File: src/rtl/spad_gate_seq.sv
// rtl/spad_gate_seq.sv - SPAD quench/hold-off/reset/dead-time sequencer with status LEDs and event counter
module spad_gate_seq #(
  parameter int CW       = 16,
  parameter int T_QUENCH = 4,
  parameter int T_HOLD   = 8,
  parameter int T_RESET  = 4,
  parameter int T_DEAD   = 2,
  parameter int PWM_DIV  = 2
) (
  input  logic          clk,
  input  logic          rst_n,
  input  logic          enable,
  input  logic          det_in,
  input  logic          force_rst,
  output logic          quench_en_n,
  output logic          quench_pwm,
  output logic          rst_en,
  output logic          rst_pwm,
  output logic          busy,
  output logic [3:0]    led,
  output logic [CW-1:0] event_cnt
);

  localparam logic [2:0] S_IDLE   = 3'd0;
  localparam logic [2:0] S_ARMED  = 3'd1;
  localparam logic [2:0] S_QUENCH = 3'd2;
  localparam logic [2:0] S_HOLD   = 3'd3;
  localparam logic [2:0] S_RESET  = 3'd4;
  localparam logic [2:0] S_DEAD   = 3'd5;

  localparam int TMAX_QH = (T_QUENCH > T_HOLD) ? T_QUENCH : T_HOLD;
  localparam int TMAX_RD = (T_RESET > T_DEAD) ? T_RESET : T_DEAD;
  localparam int TMAX    = (TMAX_QH > TMAX_RD) ? TMAX_QH : TMAX_RD;
  localparam int TW      = $clog2(TMAX + 1);
  localparam int DW      = $clog2(PWM_DIV + 1);

  localparam logic [TW-1:0] LD_QUENCH = TW'(T_QUENCH - 1);
  localparam logic [TW-1:0] LD_HOLD   = TW'(T_HOLD - 1);
  localparam logic [TW-1:0] LD_RESET  = TW'(T_RESET - 1);
  localparam logic [TW-1:0] LD_DEAD   = TW'(T_DEAD - 1);
  localparam logic [DW-1:0] LD_DIV    = DW'(PWM_DIV - 1);

  logic          s1_q, s2_q, s3_q;
  logic          det_rise;
  logic [2:0]    state_q, state_d;
  logic [TW-1:0] tmr_q, tmr_d;
  logic [DW-1:0] div_q, div_d;
  logic          car_q, car_d;
  logic          accept;
  logic          pwm_start;
  logic          quench_en_n_q, quench_pwm_q, rst_en_q, rst_pwm_q, busy_q;
  logic [3:0]    led_q;
  logic [CW-1:0] cnt_q, cnt_d;

  assign det_rise = s2_q & ~s3_q;

  // Timed states hold for tmr+1 clocks; idle states only react to requests.
  always_comb begin
    state_d = state_q;
    tmr_d   = tmr_q;
    accept  = 1'b0;
    case (state_q)
      S_IDLE: begin
        if (enable) begin
          state_d = S_ARMED;
        end else if (force_rst) begin
          state_d = S_RESET;
          tmr_d   = LD_RESET;
        end
      end
      S_ARMED: begin
        if (!enable) begin
          state_d = S_IDLE;
        end else if (force_rst) begin
          state_d = S_RESET;
          tmr_d   = LD_RESET;
        end else if (det_rise) begin
          state_d = S_QUENCH;
          tmr_d   = LD_QUENCH;
          accept  = 1'b1;
        end
      end
      S_QUENCH: begin
        if (tmr_q == '0) begin
          state_d = S_HOLD;
          tmr_d   = LD_HOLD;
        end else begin
          tmr_d = tmr_q - TW'(1);
        end
      end
      S_HOLD: begin
        if (tmr_q == '0) begin
          state_d = S_RESET;
          tmr_d   = LD_RESET;
        end else begin
          tmr_d = tmr_q - TW'(1);
        end
      end
      S_RESET: begin
        if (tmr_q == '0) begin
          state_d = S_DEAD;
          tmr_d   = LD_DEAD;
        end else begin
          tmr_d = tmr_q - TW'(1);
        end
      end
      S_DEAD: begin
        if (tmr_q == '0) begin
          state_d = enable ? S_ARMED : S_IDLE;
          tmr_d   = '0;
        end else begin
          tmr_d = tmr_q - TW'(1);
        end
      end
      default: begin
        state_d = S_IDLE;
        tmr_d   = '0;
      end
    endcase
  end

  // Carrier phase restarts high whenever a pulsed state is entered.
  always_comb begin
    pwm_start = (state_d != state_q) && ((state_d == S_QUENCH) || (state_d == S_RESET));
    car_d     = car_q;
    div_d     = div_q;
    if (pwm_start) begin
      car_d = 1'b1;
      div_d = LD_DIV;
    end else if (div_q == '0) begin
      car_d = ~car_q;
      div_d = LD_DIV;
    end else begin
      div_d = div_q - DW'(1);
    end
  end

  always_comb begin
    cnt_d = cnt_q;
    if (accept && (cnt_q != '1)) begin
      cnt_d = cnt_q + CW'(1);
    end
  end

  always_ff @(posedge clk) begin
    if (!rst_n) begin
      s1_q          <= 1'b0;
      s2_q          <= 1'b0;
      s3_q          <= 1'b0;
      state_q       <= S_IDLE;
      tmr_q         <= '0;
      div_q         <= '0;
      car_q         <= 1'b0;
      quench_en_n_q <= 1'b1;
      quench_pwm_q  <= 1'b0;
      rst_en_q      <= 1'b0;
      rst_pwm_q     <= 1'b0;
      busy_q        <= 1'b0;
      led_q         <= 4'b0000;
      cnt_q         <= '0;
    end else begin
      s1_q          <= det_in;
      s2_q          <= s1_q;
      s3_q          <= s2_q;
      state_q       <= state_d;
      tmr_q         <= tmr_d;
      div_q         <= div_d;
      car_q         <= car_d;
      quench_en_n_q <= ~((state_d == S_QUENCH) || (state_d == S_HOLD));
      quench_pwm_q  <= (state_d == S_QUENCH) & car_d;
      rst_en_q      <= (state_d == S_RESET);
      rst_pwm_q     <= (state_d == S_RESET) & car_d;
      busy_q        <= (state_d == S_QUENCH) || (state_d == S_HOLD) ||
                       (state_d == S_RESET) || (state_d == S_DEAD);
      led_q[0]      <= (state_d == S_ARMED);
      led_q[1]      <= (state_d == S_QUENCH) || (state_d == S_HOLD);
      led_q[2]      <= (state_d == S_RESET);
      led_q[3]      <= led_q[3] ^ accept;
      cnt_q         <= cnt_d;
    end
  end

  assign quench_en_n = quench_en_n_q;
  assign quench_pwm  = quench_pwm_q;
  assign rst_en      = rst_en_q;
  assign rst_pwm     = rst_pwm_q;
  assign busy        = busy_q;
  assign led         = led_q;
  assign event_cnt   = cnt_q;

endmodule

File: config.mk
export PLATFORM = sky130hd
export DESIGN_NAME = spad_gate_seq
export DESIGN_NICKNAME = d
export VERILOG_FILES = /design/src/rtl/spad_gate_seq.sv
export SDC_FILE = /design/constraint.sdc
export NUM_CORES = 1
export LEC_CHECK = 0
export ABC_AREA = 1
export CAP_MARGIN = 25
export CORE_ASPECT_RATIO = 1.2
export CORE_MARGIN = 2
export CORE_UTILIZATION = 40
export CTS_CLUSTER_SIZE = 30
export DETAILED_ROUTE_END_ITERATION = 10
export PLACE_DENSITY = 0.62
export SLEW_MARGIN = 10
export SYNTH_ARGS = -nofsm -noshare
export SYNTH_HDL_FRONTEND = slang
export SYNTH_SLANG_ARGS = --single-unit
File: constraint.sdc
create_clock -name clk -period 2.1 [get_ports clk]
set_clock_uncertainty 0.2 [all_clocks]
set_input_delay 0.525 -clock clk [delete_from_list [all_inputs] [get_ports clk]]
set_output_delay 0.525 -clock clk [all_outputs]
set_load 0.02 [all_outputs]
* Word-level counts from Yosys, hierarchy flattened *
Index checks and enable logic that the tools add are counted.

storage, ports and cells
  bits of input ports = 5
  output and inout port bits = 25
  logic and storage cells = 82
  register bits = 38

operators by class
  mux-type cells = 29
  eq/ne operators = 16
  reductions and logical operators = 11
  bitwise gates (word level) = 8
  add/sub/neg operators = 3

operator list
  cell                                                 number
  two-way mux 4 bit                                    9
  two-way mux 3 bit                                    9
  case mux 4 bit (6 select lines)                      1
  case mux 3 bit (6 select lines)                      1
  adder 16 x 1 -> 16 bit, second input constant        1
  != test 16 bit, second input constant                1
  equality test 3 x 2 -> 1 bit, second input constant  4
  equality test 3 bit, second input constant           4
  two-way mux 1 bit                                    9
  equality test 3 x 1 -> 1 bit, second input constant  2
  != test 2 bit, second input constant                 3
  logical NOT 4 bit                                    1
  logical OR 1 bit                                     4
  inverter 1 bit                                       4
  AND reduction 4 bit                                  1
  subtractor 4 x 1 -> 4 bit, second input constant     1
  AND 1 bit                                            3
  logical NOT 3 bit                                    1
  != test 3 bit                                        1
  != test 3 bit, second input constant                 1
  OR reduction 3 bit                                   1
  logical AND 1 bit                                    2
  logical NOT 2 bit                                    1
  subtractor 2 x 1 -> 2 bit, second input constant     1
  XOR 1 bit                                            1

* Depth between registers and ports, before layout *
Gate-level depths: netlist of the first run.

  depth after elaboration = 11
  gate-level depth with buffers = 14
  depth with buffers taken out = 14

* Worst setup path after synthesis of the first run *
No wires, ideal clock.

  path kind = register -> register
  start = register cnt_q[0], in the netlist event_cnt[0]
  end = register cnt_q[11], in the netlist event_cnt[11]
  path slack = 0.302 ns
  arrival = 1.529 ns
  path buffers = 0
  library setup time = 0.070 ns
  cell stages (with the launch flop) = 12
  cells stage by stage = dfxtp_1 > ha_1 > nand3_1 > nor3_1 > nand3_1 > nand2_4 > inv_4 > nand2_2 > nor2_2 > nand2_1 > o21ai_1 > a21oi_1

between the ends
  cells in the longest elaborated chain, start to end = 2
  elaborated cells between the ends (all ways) = 3
  those cells by class = 1 x add/sub; 1 x eq/ne; 1 x reduce/logical

RTL lines
  what                                                                            line  source
  from (decl)                                                                     53    logic [CW-1:0] cnt_q, cnt_d;
  from (signal assigned)                                                          179   cnt_q <= cnt_d;
  parallel branches: the longest is 2 deep, another holds adder 16 x 1 -> 16 bit  -

Parallel ways; which one is timed is not known.
A chain may end at the register's enable or synchronous reset.

* Worst setup path in the final report of the first run *
  start = register cnt_q[5], in the netlist event_cnt[5]
  end = output port event_cnt[5]

RTL lines
  what       line  source
  to (decl)  21    output logic [CW-1:0] event_cnt

No word-level cell between the ends.

==> results of run 1 <==
## sequential cells by signal, indices dropped and copies added, names as in the netlist
| name | count |
|---|---|
| s1_q | 1 |
| state_q | 3 |
| s2_q | 1 |
| rst_pwm | 1 |
| car_q | 1 |
| tmr_q | 4 |
| quench_pwm | 1 |
| div_q | 2 |
| led | 4 |
| s3_q | 1 |
| busy | 1 |
| event_cnt | 16 |
| quench_en_n | 1 |
## power by group through the flow
stage / logic, mW / clock network, mW / registers [mW]
after floorplan: 0.213 / 0 / 0.790
final: 0.312 / 0.629 / 0.765
after global placement: 0.310 / 0 / 0.781
after detailed placement: 0.314 / 0 / 0.781
after CTS: 0.314 / 0.640 / 0.765
after global routing: 0.354 / 0.674 / 0.771
## layout make-up
type | instances | area [um^2] | share of cell area
clock buffer | 6 | 72.6 | 0.0296
clock inverter | 2 | 38.8 | 0.0158
inverter | 41 | 158 | 0.0643
multi-input combinational | 178 | 941 | 0.384
sequential | 37 | 741 | 0.302
tap | 58 | 72.6 | 0.0296
timing repair buffer | 45 | 428 | 0.175
## cells by family (layout without fill, tap and decap cells)
| family | after synthesis | in the layout |
|---|---|---|
| compound gates | 39 | 39 |
| xor+xnor | 5 | 5 |
| fa+ha+maj | 2 | 2 |
| buf+inv | 45 | 94 |
| flops | 37 | 37 |
| simple gates | 132 | 132 |
## routing by layer
layer / vias up / part of all wire / track usage
met1: 755 / 0.43 / 0.189
met4: 0 / 0.024 / 0.0714
met3: 8 / 0.043 / 0.0453
li1: 926 / - / -
met2: 43 / 0.50 / 0.315
met5: - / 0 / 0
## timing repair
item                                    in CTS  in global routing
gates resized for setup                      0                  7
endpoints found under the hold margin        0                  0
endpoints found under the setup margin       0                 13
## how the worst max path moves through the flow
stage,depth (start not counted),end,slack [ns],start
after detailed placement,8,event_cnt[12]$_SDFFE_PN0P_,-0.23,enable
final,1,event_cnt[5],0.02,event_cnt[5]$_SDFFE_PN0P_
after global routing,1,event_cnt[4],-0.002,event_cnt[4]$_SDFFE_PN0P_
after global placement,10,event_cnt[11]$_SDFFE_PN0P_,-0.19,enable
after CTS,1,event_cnt[7],0.008,event_cnt[7]$_SDFFE_PN0P_
after floorplan,11,event_cnt[11]$_SDFFE_PN0P_,0.30,event_cnt[0]$_SDFFE_PN0P_
## cell usage in the layout, fill, tap and decap left out, types with 7 or more instances in the layout
cell,n
nand2_2,10
inv_1,36
buf_4,16
a21oi_1,19
dfxtp_1,37
nor2_1,28
dlymetal6s2s_1,7
nand2_1,51
clkdlybuf4s50_1,22
o21ai_0,9
nand3_1,18
## worst register-to-register path, stage by stage (launching register included)
cell,delay [ns]
dfxtp_1,0.40
ha_1,0.20
nand3_1,0.09
nor3_1,0.19
nand3_1,0.16
nand2_4,0.14
inv_4,0.05
buf_4,0.14
nand2_1,0.07
o21ai_0,0.07
a21oi_1,0.11
## stage by stage
stage               power (mW)   util  setup TNS [ns]  cells  instance area [um^2]
CTS                       1.72  0.538               0    367                  2430
detailed placement        1.10  0.513           -3.17    359                  2320
global placement          1.09  0.513           -2.64    359                  2320
floorplan                 1.00      -               0    260                  1860
finish                    1.71  0.541               0    367                  2450
global route              1.80  0.541        -0.00159    367                  2450
==> summary.txt, run 1 <==
STA
  • Worst-Margin Slew: 0.486 ns
  • Relative slew margins: 0.676
  • Final hold slack: 0.220 ns
  • Final worst setup slack: 0.0202 ns
  • Fmax achieved: 0.481 GHz
  • Final hold violation count: 0
  • Max Slew Vio Count: 0
  • Final setup viols: 0
  • Min Tclk post-route: 2.08 ns
  • Period utilization: 0.990

Power and ir drop
  • Worst vdd ir: 0.000424 V
  • Sw frac: 0.282
  • Switch Pwr: 480 uW
  • Clock Power Share: 0.369
  • LEAKAGE: 1.14 nW
  • Sequential Power Share: 0.448
  • Internal power: 1.23 mW
  • Gate power share: 0.183
  • Pwr dens: 696 nW/um^2

Yosys
  • Synth Area in Compound Gates: 0.119
  • Post-synth EDFFs: 0
  • Ys async rst share: 0
  • Biggest area consumer among synthesized cells: dfxtp_1
  • Syn_area_per_cell: 7.16 um^2
  • Top post-synthesis cells by area: dfxtp_1 40%, nand2_1 10%, inv_1 7.3%, nor2_1 5.6%, a21oi_1 5.1%
  • XOR/XNOR Fraction of Synth Area: 0.0235
  • Syn_nets: 267
  • Synth top area share: 0.398
  • Synth unique cells: 33
  • #FFs+latches synth: 37
  • Top cells by count, synth: 51 x nand2_1, 37 x dfxtp_1, 36 x inv_1
  • Post-Synth Simple-Gate Area: 0.349
  • Synthesized area: 1860 um^2
  • Post-Synthesis Cells: 260
  • YS warnings: 0
  • Mux cell area share after synthesis: 0
  • Seq/Total Area, Yosys: 0.398
  • Top-count cell post-synth: nand2_1
  • Largest family of logic cells by synthesized area: simple AND/OR/NAND/NOR gates
  • Adder-Cell Fraction of Synth Area: 0.0134
  • Top FF cell, synth: dfxtp_1

Placement
  • Setup slack at placement: -0.226 ns
  • Final GP Congestion: 0.842
  • HPWL Detailed: 2970 um
  • Buffers on Ports: 29

Critical path
  • R2R Path End: event_cnt[3]$_SDFFE_PN0P_
  • Largest stage delay, worst path: 0.64 ns
  • Crit start category: register
  • Worst-path fanout max: 4
  • Required time of the critical path: 1.37 ns
  • Worst Reg-to-Reg Cells: 10
  • Worst r2r src: event_cnt[0]$_SDFFE_PN0P_
  • Crit path DAT: 1.35 ns
  • Critical-path cell list: clkdlybuf4s50_1
  • Worst R2R Setup Slack: 0.24 ns
  • Top delay family on crit path: buffers and inverters
  • WP buf/inv: 1
  • Critical path type: reg2out
  • Crit. End Element: output port
  • CP max stage cell: clkdlybuf4s50_1

GRT
  • Largest net degree at the start of global routing: 19
  • Vias in the first global route: 1652
  • GRT overflow: 0
  • First-pass GRT wire length: 7020 um
  • Initial antenna violation count: 0
  • Total GRT Usage: 0.174

Clocking
  • Hold buffers post-CTS: 0
  • Root Driver: clkbuf_8
  • Clock Latency Late Sink: 0.29 ns
  • CTS tree: yes
  • Clock sinks: 37
  • Clock slew at reported path FFs: 0.08 ns
  • Max Buffers Root-to-Sink: 2
  • TritonCTS Buffers: 5
  • Setup bufs post-CTS: 0
  • H-tree depth: 2

Finish
  • Layout cells sized above 1: 0.172
  • Filler Cell Count: 475
  • Antenna cells: 0
  • Nets: 315
  • Area delta synth->final: 31.7%

Route
  • Vias post-DR: 1732
  • Drt pass-1 iters: 4
  • Total wire length: 3990 um
  • Routed len/inst: 10.9 um
  • DRT iter0 DRCs: 47
  • Vias/cell: 4.72
  • Post-DRT Antenna Nets: 0
  • Residual DRC: 0

Flow run
  • Max Cap Viol: 0

Min path
  • Hold Path Depth: 2
  • HP Class: reg2reg
  • Hold Path End: s2_q$_SDFF_PN0_
  • Hold wc startpoint: s1_q$_SDFF_PN0_

Die
  • Die W: 66.3 um
  • Starting Density: 0.411
  • I/O pin cnt: 30
  • Die area: 5220 um^2
  • Die height: 78.7 um
  • Core Rows: 27
  • Core Region: 4530 um^2

Run status
  • Status: finished, final reports clean
Note: power is estimated with default switching activity, not from simulation.
==> run 2: changes to the inputs <==
--- a/config.mk
+++ b/config.mk
@@ -12,2 +12,3 @@
 export CORE_UTILIZATION = 40
+export CTS_BUF_LIST = sky130_fd_sc_hd__clkbuf_16
 export CTS_CLUSTER_SIZE = 30
==> constraint.sdc (replaced) <==
create_clock -name clk -period 2.1 [get_ports clk]
set_clock_uncertainty 0.2 [all_clocks]
set_input_delay 0.21 -clock clk [delete_from_list [all_inputs] [get_ports clk]]
set_output_delay 0.21 -clock clk [all_outputs]
set_load 0.02 [all_outputs]
==> run 2 against run 1 <==
Worst setup slack improved by 0.18 ns. First-iteration DRC count up 23%. Register-to-register slack got worse by 0.04 ns. Count of clock-buffer cells in the layout is 1 lower. Via count shrank 0.69%. Cell count down 3.0%. Power grew 2.8%. Flip-flop and latch count unchanged. Clock power up 9.5%. Die area is the same. Global-route usage down 0.38 points. Critical path type is now reg2reg. Critical endpoint is now event_cnt[5]$_SDFFE_PN0P_. Highest routed layer unchanged.
==> summary.txt, run 2 (synthesized netlist as in run 1, its figures left out) <==
Critical path
  • Worst-path fanout max: 9 (+5)
  • Crit start category: register
  • Worst Reg-to-Reg Cells: 10 (unchanged)
  • Required time of the critical path: 2.07 ns (+0.70 ns)
  • Critical path type: reg2reg
  • Worst r2r src: event_cnt[1]$_SDFFE_PN0P_
  • Crit. End Element: register
  • Worst R2R Setup Slack: 0.20 ns (-0.04 ns)
  • Crit path DAT: 1.87 ns (+0.52 ns)
  • R2R Path End: event_cnt[5]$_SDFFE_PN0P_

Power and ir drop
  • Total power: 1.75 mW (+2.8%)
  • Sw frac: 0.270 (-0.0120)
  • Pwr dens: 737 nW/um^2 (+5.9%)
  • Gate power share: 0.170 (-0.013)
  • Switch Pwr: 473 uW (-1.6%)
  • Sequential Power Share: 0.437 (-0.011)
  • Internal power: 1.28 mW (+4.6%)
  • LEAKAGE: 0.985 nW (-14%)
  • Clock Power Share: 0.393 (+0.024)
  • Worst vdd ir: 0.000406 V (-4.2%)

Finish
  • Post-layout util: 0.526 (-0.0158)
  • Most common cell after layout, fill and taps aside: nand2_1
  • Commonest cells after routing, fill and taps aside: 51 x nand2_1, 37 x inv_1, 37 x dfxtp_1, 29 x clkdlybuf4s50_1, 28 x nor2_1
  • Fin area: 2380 um^2 (-2.9%)
  • Max FFs per register: 16 (unchanged)
  • Area delta synth->final: 27.8%
  • Nets: 305 (-3.2%)
  • Layout cells sized above 1: 0.138 (-0.0339)
  • Layout Cells excl Fill: 356 (-3.0%)
  • Antenna cells: 0 (unchanged)

Route
  • Drt pass-1 iters: 4 (unchanged)
  • DRT iter0 DRCs: 58 (+23%)
  • Vias/cell: 4.83 (+2.4%)
  • Post-DRT Antenna Nets: 0 (unchanged)
  • Residual DRC: 0 (unchanged)
  • Vias post-DR: 1720 (-0.69%)
  • Routed len/inst: 11.1 um (+1.8%)
  • Total wire length: 3940 um (-1.2%)

GRT
  • GRT overflow: 0 (unchanged)
  • Largest net degree at the start of global routing: 19 (unchanged)
  • Initial antenna violation count: 0 (unchanged)
  • First-pass GRT wire length: 6940 um (-1.2%)
  • Vias in the first global route: 1655 (+0.18%)
  • Total GRT Usage: 0.171 (-0.00381)

Placement
  • Dpl cells: 349 (-2.8%)
  • HPWL Detailed: 2960 um (-0.36%)
  • Buffers on Ports: 29 (unchanged)
  • Final GP Congestion: 0.871 (+3.4%)
  • Post-DP Area: 2250 um^2 (-3.2%)

Run status
  • Status: finished, final reports clean

Clocking
  • Clock sinks: 37 (unchanged)
  • Hold buffers post-CTS: 0 (unchanged)
  • Max Buffers Root-to-Sink: 2 (unchanged)
  • # resized after CTS: 0 (unchanged)
  • Root Driver: clkbuf_16
  • TritonCTS Buffers: 5 (unchanged)
  • Clock slew at reported path FFs: 0.06 ns (-0.02 ns)
  • CTS tree: yes
  • Setup bufs post-CTS: 0 (unchanged)
  • H-tree depth: 2 (unchanged)
  • Clock Latency Late Sink: 0.27 ns (-0.02 ns)

STA
  • Setup TNS: 0 ns (unchanged)
  • Min Tclk post-route: 1.90 ns (-0.176 ns)
  • Period utilization: 0.906 (-0.0839)
  • Final setup viols: 0 (unchanged)
  • Relative slew margins: 0.735 (+0.0594)
  • Fmax achieved: 0.525 GHz (+9.3%)
  • RSZ-0062 raised after global routing: no
  • Worst-Margin Slew: 0.394 ns (-0.0916 ns)
  • Final hold violation count: 0 (unchanged)
  • Max Slew Vio Count: 0 (unchanged)

Min path
  • Hold Path End: s2_q$_SDFF_PN0_
  • Hold Path Depth: 2 (unchanged)
  • Hold wc startpoint: s1_q$_SDFF_PN0_
  • HP Class: reg2reg

Die
  • Core Rows: 27 (unchanged)
  • Die height: 78.7 um (unchanged)
  • Die area: 5220 um^2 (unchanged)
  • Core Region: 4530 um^2 (unchanged)
  • Die W: 66.3 um (unchanged)
  • Starting Density: 0.411 (unchanged)
  • I/O pin cnt: 30 (unchanged)

Flow run
  • Max Cap Viol: 0 (unchanged)
run 2: changes by cell type in the layout (fill, tap and decap cells not counted):
| cell | previous run | this run |
|---|---|---|
| buf_4 | 16 | 6 |
| clkdlybuf4s50_1 | 22 | 29 |
| dlymetal6s2s_1 | 7 | 0 |
| clkbuf_16 | 0 | 5 |
| clkbuf_8 | 5 | 0 |
| bufinv_16 | 1 | 0 |
| clkbuf_1 | 1 | 0 |
| clkinv_1 | 0 | 1 |
| clkinv_4 | 1 | 0 |
| inv_1 | 36 | 37 |
run 2: worst max-delay path by stage:
stage | from | endpoint | slack, ns | cells after the start
finish | event_cnt[1]$_SDFFE_PN0P_ | event_cnt[5]$_SDFFE_PN0P_ | 0.20 | 10
global route | event_cnt[1]$_SDFFE_PN0P_ | event_cnt[5]$_SDFFE_PN0P_ | 0.01 | 10
CTS | event_cnt[1]$_SDFFE_PN0P_ | event_cnt[5]$_SDFFE_PN0P_ | 0.16 | 10
detailed placement | enable | event_cnt[11]$_SDFFE_PN0P_ | 0.05 | 10
global placement | enable | event_cnt[3]$_SDFFE_PN0P_ | 0.09 | 9
floorplan | event_cnt[0]$_SDFFE_PN0P_ | event_cnt[11]$_SDFFE_PN0P_ | 0.30 | 11
run 2: through the flow:
step,hold WS (ns),setup WS [ns]
floorplan,0.108,0.302
global placement,0.196,0.0912
detailed placement,0.203,0.0468
CTS,0.216,0.156
global route,0.241,0.0126
finish,0.209,0.196
run 2: power groups by stage:
stage	logic [mW]	registers [mW]	clock network (mW)
6_report	0.298	0.767	0.689
3_5_place_dp	0.298	0.782	0
2_1_floorplan	0.213	0.790	0
3_3_place_gp	0.295	0.782	0
4_1_cts	0.299	0.767	0.711
5_1_grt	0.332	0.771	0.732
run 2: routing by layer:
metal	wire [um]	global-route usage	up-vias
met5	0	0	-
met4	114	0.0735	0
met3	164	0.0482	14
met2	1910	0.293	41
met1	1760	0.194	759
li1	-	-	906
run 2: final cells by class:
cell class	instances	area (um^2)
Fill cell	454	2150
Multi-Input combinational cell	178	941
Sequential cell	37	741
Timing Repair Buffer	35	335
Inverter	41	158
Clock buffer	5	125
Tap cell	58	72.6
Clock inverter	2	7.51
run 2: critical path: stages, from the launching register on:
cell and delay, ns:
dfxtp_1 0.37, ha_1 0.19, nand3_1 0.08, nor3_1 0.16, nand3_1 0.16, nand2_4 0.17
inv_4 0.05, buf_4 0.16, nand2_1 0.07, xor2_1 0.14, nor2_1 0.05
==> run 3: changes to the inputs <==
- CTS_CLUSTER_DIAMETER: unset -> 60
==> results of run 3 <==
Final layout, timing and power as in run 2 (identical DEF).
